File: config.mk
export PLATFORM = sky130hd
export DESIGN_NAME = cncompress_serial
export DESIGN_NICKNAME = d
export VERILOG_FILES = /design/src/rtl/cncompress_serial.sv
export SDC_FILE = /design/constraint.sdc
export NUM_CORES = 1
export LEC_CHECK = 0
export ABC_AREA = 0
export BUFFER_PORTS_ARGS = -buffer_cell sky130_fd_sc_hd__buf_2
export CORE_ASPECT_RATIO = 1.4
export CORE_UTILIZATION = 37
export CTS_CLUSTER_DIAMETER = 30
export DETAILED_ROUTE_END_ITERATION = 6
export HOLD_SLACK_MARGIN = 0.08
export PLACE_DENSITY_LB_ADDON = 0.1
export SETUP_SLACK_MARGIN = 0.1
export SLEW_MARGIN = 0
export SYNTH_ARGS = -nofsm -noshare
export SYNTH_HDL_FRONTEND = slang
export SYNTH_SLANG_ARGS = --single-unit
File: constraint.sdc
create_clock -name clk -period 6.3 [get_ports clk]
set_clock_uncertainty 0.1 [all_clocks]
set_input_delay 0.315 -clock clk [delete_from_list [all_inputs] [get_ports clk]]
set_output_delay 0.315 -clock clk [all_outputs]
set_load 0.02 [all_outputs]
File: src/rtl/cncompress_serial.sv
// Check-node compressor: folds one row of Wc messages into {min1, min2, idx, extrinsic signs}
// and presents it on a valid/ready output, with one extra row of buffering for backpressure.
module cncompress_serial #(
   parameter  int Wc        = 32,
   parameter  int Wcbits    = 5,
   parameter  int W         = 10,
   localparam int ECOMPSIZE = 2*(W-1)+Wcbits+Wc
) (
   input  logic                 clk,
   input  logic                 rst,
   input  logic [W-1:0]         Lq,
   input  logic                 in_valid,
   output logic                 in_ready,
   output logic [ECOMPSIZE-1:0] Ecomp,
   output logic                 out_valid,
   input  logic                 out_ready
);

   typedef enum logic {ACCUM, HOLD} state_t;

   state_t               r_state, w_state_n;
   logic [Wcbits-1:0]    r_cnt;
   logic [W-2:0]         r_min1, r_min2;
   logic [Wcbits-1:0]    r_idx;
   logic [Wc-1:0]        r_signs;
   logic                 r_par;
   logic [ECOMPSIZE-1:0] r_hold;
   logic [ECOMPSIZE-1:0] r_ecomp;
   logic                 r_out_valid;

   logic                 w_beat, w_last, w_slot_free;
   logic                 w_load_new, w_load_hold, w_to_hold;
   logic [W-1:0]         w_abs;
   logic [W-2:0]         w_mag;
   logic [W-2:0]         w_min1_n, w_min2_n;
   logic [Wcbits-1:0]    w_idx_n;
   logic [Wc-1:0]        w_signs_n;
   logic                 w_par_n;
   logic [ECOMPSIZE-1:0] w_row;

   assign in_ready  = (r_state == ACCUM);
   assign Ecomp     = r_ecomp;
   assign out_valid = r_out_valid;

   always_comb begin
      w_state_n   = r_state;
      w_beat      = in_valid && (r_state == ACCUM);
      w_last      = (r_cnt == Wcbits'(Wc-1));
      w_slot_free = !r_out_valid || out_ready;
      w_load_new  = 1'b0;
      w_load_hold = 1'b0;
      w_to_hold   = 1'b0;
      case (r_state)
         ACCUM: begin
            if (w_beat && w_last) begin
               if (w_slot_free) begin
                  w_load_new = 1'b1;
               end else begin
                  w_to_hold = 1'b1;
                  w_state_n = HOLD;
               end
            end
         end
         HOLD: begin
            if (out_ready) begin
               w_load_hold = 1'b1;
               w_state_n   = ACCUM;
            end
         end
         default: w_state_n = ACCUM;
      endcase
   end

   // Values after this beat; on the last beat they form the completed row directly.
   always_comb begin
      w_abs = Lq[W-1] ? -Lq : Lq;
      w_mag = w_abs[W-1] ? '1 : w_abs[W-2:0];
      w_min1_n = r_min1;
      w_min2_n = r_min2;
      w_idx_n  = r_idx;
      if (r_cnt == '0) begin
         w_min1_n = w_mag;
         w_min2_n = '1;
         w_idx_n  = '0;
      end else if (w_mag < r_min1) begin
         w_min2_n = r_min1;
         w_min1_n = w_mag;
         w_idx_n  = r_cnt;
      end else if (w_mag < r_min2) begin
         w_min2_n = w_mag;
      end
      w_signs_n        = r_signs;
      w_signs_n[r_cnt] = Lq[W-1];
      w_par_n          = (r_cnt == '0) ? Lq[W-1] : (r_par ^ Lq[W-1]);
      w_row            = {w_min1_n, w_min2_n, w_idx_n, w_signs_n ^ {Wc{w_par_n}}};
   end

   always_ff @(posedge clk) begin
      if (rst) begin
         r_state     <= ACCUM;
         r_cnt       <= '0;
         r_min1      <= '0;
         r_min2      <= '0;
         r_idx       <= '0;
         r_signs     <= '0;
         r_par       <= 1'b0;
         r_hold      <= '0;
         r_ecomp     <= '0;
         r_out_valid <= 1'b0;
      end else begin
         r_state <= w_state_n;
         if (w_beat) begin
            r_min1  <= w_min1_n;
            r_min2  <= w_min2_n;
            r_idx   <= w_idx_n;
            r_signs <= w_signs_n;
            r_par   <= w_par_n;
            r_cnt   <= w_last ? '0 : r_cnt + 1'b1;
         end
         if (w_to_hold) begin
            r_hold <= w_row;
         end
         if (w_load_new) begin
            r_ecomp     <= w_row;
            r_out_valid <= 1'b1;
         end else if (w_load_hold) begin
            r_ecomp     <= r_hold;
            r_out_valid <= 1'b1;
         end else if (out_ready) begin
            r_out_valid <= 1'b0;
         end
      end
   end

endmodule

; ---- After elaboration in Yosys (flattened, before gate mapping)
; Index checks and enable logic that the tools add are counted.
[classes]
addsub = 2
mul = 0
div = 0
magnitude_cmp = 4
n_eq_ne = 1
n_shift = 0
n_mux = 29
bitwise_logic = 3
reduce_logical = 8
[op_table]
columns = op, n
row1 = 55-bit two-way mux, 2
row2 = 9-bit two-way mux, 6
row3 = 32-bit bitwise mux, 1
row4 = 32-bit XOR, 1
row5 = 9-bit less-than comparator, 2
row6 = 5-bit two-way mux, 3
row7 = 1-bit two-way mux, 14
row8 = 10-bit two-way mux, 1
row9 = 10-bit negation, 1
row10 = "5-bit by 6-bit less-than comparator with 1-bit output, second input constant", 1
row11 = "5-bit by 1-bit adder with 5-bit output, second input constant", 1
row12 = 1-bit demux with 5-bit select, 1
row13 = "5-bit == test, second input constant", 1
row14 = "5-bit by 1-bit greater-or-equal comparator with 1-bit output, second input constant", 1
row15 = 5-bit zero test, 1
row16 = 1-bit logical AND, 3
row17 = 3-bit nonzero test, 1
row18 = 1-bit one-hot mux with 2 select lines, 1
row19 = 2-bit nonzero test, 1
row20 = 1-bit zero test, 1
row21 = 1-bit logical OR, 1
row22 = 1-bit NOT, 1
row23 = 1-bit XOR, 1
[totals]
regBits = 173
latchBits = 0
ram_bits = 0
mem_bits_ro = 0
input_bits = 14
out_inout_bits = 57
wordCells = 57
mem_count = 0

; ---- Longest topological paths before layout
[logic_depth]
word_depth = 8
depth_mapped = 15
mapped_depth_nobuf = 13

; ---- Worst setup path after synthesis
; OpenSTA, ideal clock, no wires.
[synth_path]
kind = in2reg
start = in Lq[1]
end = reg r_hold[40]
setup_time_ns = 0.129
t_arrival_ns = 3.303
required_ns = 6.071
setup_slack_ns = 2.768
path_stages = 13
n_path_buf = 1
cell_sequence = inv_1 > ha_1 > or3b_4 > or3_1 > o21ai_0 > a21oi_4 > ha_1 > and4_1 > a221oi_1 > clkbuf_1 > a21oi_1 > a2111oi_2 > o31ai_1
[synth_between]
elab_chain_len = 7
word_cells_on_any_way = 8
classes_between = 1 x add/sub / 2 x order compare / 5 x mux
[synth_lines]
columns = item, line
row1 = "start, declared", 11  ; input logic [W-1:0] Lq,
row2 = 10-bit negation, 76  ; w_abs = Lq[W-1] ? -Lq : Lq;
row3 = 10-bit two-way mux *, 76
row4 = 9-bit two-way mux *, 77  ; w_mag = w_abs[W-1] ? '1 : w_abs[W-2:0];
row5 = 9-bit less-than comparator, 89  ; end else if (w_mag < r_min2) begin
row6 = 9-bit two-way mux, 89
row7 = 9-bit two-way mux *, 85  ; end else if (w_mag < r_min1) begin
row8 = 9-bit two-way mux *, 81  ; if (r_cnt == '0) begin
row9 = "end signal, assigned", 121  ; r_hold <= w_row;
row10 = "end, declared", 27  ; logic [ECOMPSIZE-1:0] r_hold;
; Every way passes the cells marked *; elsewhere a longest branch is shown, timed or not.
; A chain may end at the register's enable or synchronous reset.

; ---- Final worst setup path
[layout_path]
start = in Lq[0]
end = reg r_ecomp[44], in the netlist Ecomp[44]
[layout_between]
elab_chain_len = 8
word_cells_on_any_way = 9
classes_between = 1 x add/sub / 2 x order compare / 6 x mux
[layout_lines]
columns = item, line
row1 = 10-bit negation, 76
row2 = 10-bit two-way mux *, 76
row3 = 9-bit two-way mux *, 77
row4 = 9-bit less-than comparator, 89
row5 = 9-bit two-way mux, 89
row6 = 9-bit two-way mux *, 85
row7 = 9-bit two-way mux *, 81
row8 = 55-bit two-way mux *, 123  ; if (w_load_new) begin
row9 = "end signal, assigned", 124  ; r_ecomp <= w_row;
row10 = "end signal, assigned", 127  ; r_ecomp <= r_hold;
row11 = "end, declared", 28  ; logic [ECOMPSIZE-1:0] r_ecomp;
; Marked as above.

==> results.txt <==
Setup Crit Path Kind: in2reg
Max Slew Vio Count: 0
io pins: 71
Post-layout nets: 1132
CTS Buffer Depth: 2
synth top area cells: dfxtp_1 40%, mux2i_1 7.2%, a21oi_1 6.8%
Slew @ Worst Pin: 1001 ps
register bit total from synthesis: 173
H-tree Lvls: 4
Worst Hold Class: in2reg
Hold Path Depth: 3
vias: 7674
FILL cells: 2391
Final Hold Vio Count: 0
Setup TNS: 0 ps
Top Family by Delay on Critical Path: simple AND/OR/NAND/NOR gates
layout cells sized above 1: 13.00%
WP depth: 14
Starting Density: 37.53%
fmax: 0.2641 GHz
post-cts resize count: 0
relative max-transition margin: 33.05%
sequential fraction of the synthesis area: 39.77%
Post-Synthesis Cells: 1076
asr flop ratio synth: 0%
GRT Total Usage: 21.33%
antenna violations before repair: 0
Mapped Area: 0.008708 sq mm
Die W: 131.7 microns
Peak VDD IR: 0.2051 mV
1st-pass router iterations: 7
postcts setup bufs: 0
die footprint: 0.02416 sq mm
first-pass GRT wire length: 40390 microns
final antenna-violating net count: 0
clock-pin slew on the worst setup and hold paths: 70 ps
Worst Path Required: 6490 ps
R2R depth: 7
Final min period: 3787 ps
CORE AREA: 0.02320 sq mm
vias per cell: 5.427
Area Growth Syn to Fin: 13.13%
Port Buffer Count: 70
row cnt: 66
max-cap viol count: 0
TritonCTS Buffers: 17
Ys Warns: 0
Mapped Avg Cell Area: 8.093 sq um
status: finished, final reports clean
top cell type's share of synthesized area: 39.77%
crit end category: flop
Root Buffer: clkbuf_16
worst path buffer plus inverter count: 2
Hold Buf Count CTS: 0
Setup crit start kind: input pin
Final Cell Area: 0.009852 sq mm
Iter 0 DRT Violations: 555
number of synthesized flops with an enable pin: 0
post-synth top area cell: dfxtp_1
Power Density: 256.2 mW/mm^2
Routed WL per cell: 17.98 microns
die height: 183.5 microns
remaining routing DRC violations: 0
Clock Latency Late Sink: 430 ps
vias in the first global route: 7439
leakage: 0.003820 uW
period utilization: 60.11%
RSZ-0062 raised after global routing: false
TritonCTS clock tree: yes
largest net degree at the start of global routing: 72
dpl cell area: 0.009254 sq mm
post-synthesis cell type count: 59
Post-DP HPWL: 17210 microns
GRT overflow: 0
Critical Path, Cell by Cell: buf_2, inv_1, ha_1, or3b_4, or3_1, o21ai_0, a21oi_4, ha_1, nand2_1, nor4_1, o21ai_1, and2_1, nor2_1, a21oi_1
syn_nets: 1112
CP arrival: 3970 ps
cell mode on critical path: ha_1
Crit path largest cell delay: 560 ps
Post-Route WL: 25430 microns
Final setup violation count: 0
GPL Wtd Cong: 0.8375
Synth Flop Type: dfxtp_1
worst-path fanout max: 12
ANT cells: 0
slowest CP cell: nor2_1
Sink Count: 173
## final timing paths
check / startpoint / slack [ps] / endpoint
worst max-delay path: Lq[0] / 2510 / Ecomp[44]
worst min-delay path: out_ready / 130 / r_state
worst max register to register: r_cnt[0] / 2860 / Ecomp[37]
worst min register to register: r_hold[0] / 360 / r_hold[0]
## worst min-delay path, delay by kind of cell
kind	cells	cell delay [ps]
AOI/OAI and AO/OA	1	60
buffers and inverters	1	120
and+or+nand+nor	1	110
## layout make-up
| cell class | count | area, sq um | area share [%] |
|---|---|---|---|
| inverter | 24 | 90.09 | 0.9144 |
| multi-input combinational | 787 | 4792 | 48.64 |
| tap | 306 | 382.9 | 3.886 |
| sequential | 173 | 3463 | 35.15 |
| clock inverter | 5 | 78.83 | 0.8001 |
| timing repair buffer | 93 | 525.5 | 5.334 |
| clock buffer | 26 | 519.2 | 5.271 |
## layer usage
metal | vias to the layer above | GRT usage (%) | routed length, microns
li1 | 3824 | - | -
met1 | 3652 | 23.71 | 10430
met2 | 147 | 39.43 | 13510
met3 | 51 | 3.033 | 574
met4 | 0 | 10.79 | 914
met5 | - | 0 | 0
## flip-flops by register name, summed over array words and instances (netlist names)
| signal | flops |
|---|---|
| r_signs | 32 |
| r_par | 1 |
| r_min1 | 9 |
| r_idx | 5 |
| Ecomp | 55 |
| r_hold | 55 |
| r_state | 1 |
| out_valid | 1 |
| r_min2 | 9 |
| r_cnt | 5 |
## synthesized netlist by cell type (3+ instances only)
cell type / count
a2111oi_2: 3
a211oi_1: 10
a21oi_1: 119
a22oi_1: 32
a31o_2: 3
a31oi_1: 14
a32oi_1: 5
and2_1: 8
and3_1: 18
and3b_1: 3
buf_1: 9
buf_2: 7
buf_4: 4
clkbuf_1: 70
dfxtp_1: 173
ha_1: 22
inv_1: 24
mux2i_1: 63
nand2_1: 136
nand2b_1: 5
nand3_1: 28
nand3b_1: 5
nor2_1: 116
nor3_1: 40
nor3b_2: 3
o21ai_0: 46
o22ai_1: 11
o31ai_1: 21
o41ai_1: 3
or3_1: 3
xor2_1: 32
## cells in the final DEF, fill, tap and decap left out, types with 5 or more instances in the layout
cell type,count
dfxtp_1,173
nand2_1,136
a21oi_1,119
nor2_1,115
buf_2,69
mux2i_1,63
o21ai_0,46
nor3_1,40
xor2_1,32
a22oi_1,32
nand3_1,27
inv_1,24
buf_4,24
ha_1,22
o31ai_1,21
and3_1,17
clkbuf_16,17
a31oi_1,14
o22ai_1,11
a211oi_1,10
and2_1,7
clkbuf_8,6
nand2b_1,5
nand3b_1,5
a32oi_1,5
## logic make-up (layout without fill, tap and decap cells)
family / count (synthesis) / in the layout / synth area share, %
and+or+nand+nor: 381 / 381 / 20.03
AOI/OAI and AO/OA: 287 / 287 / 20.85
DFF: 173 / 173 / 39.77
buffers and inverters: 116 / 148 / 5.445
muxes: 63 / 63 / 7.241
xor gates and xnor gates: 34 / 34 / 3.506
adders and majority gates: 22 / 22 / 3.161
## through the flow
step,hold slack (ps),total power [uW],utilization [%],std cells,setup slack (ps)
2_1_floorplan,324.8,1375,-,1076,2768
3_3_place_gp,334.8,1471,39.88,1383,2206
3_5_place_dp,349.1,1470,39.88,1383,2121
4_1_cts,104.9,2555,42.46,1414,2567
5_1_grt,130.4,2625,42.46,1414,2210
6_report,125.4,2525,42.46,1414,2513
## power breakdown
group          internal (uW)  leakage, uW  switching [uW]
clock                    646     0.000296             433
combinational            101      0.00213             221
sequential              1110      0.00140            15.7
total                   1860      0.00382             669
Power figures use the tool's default switching activity.
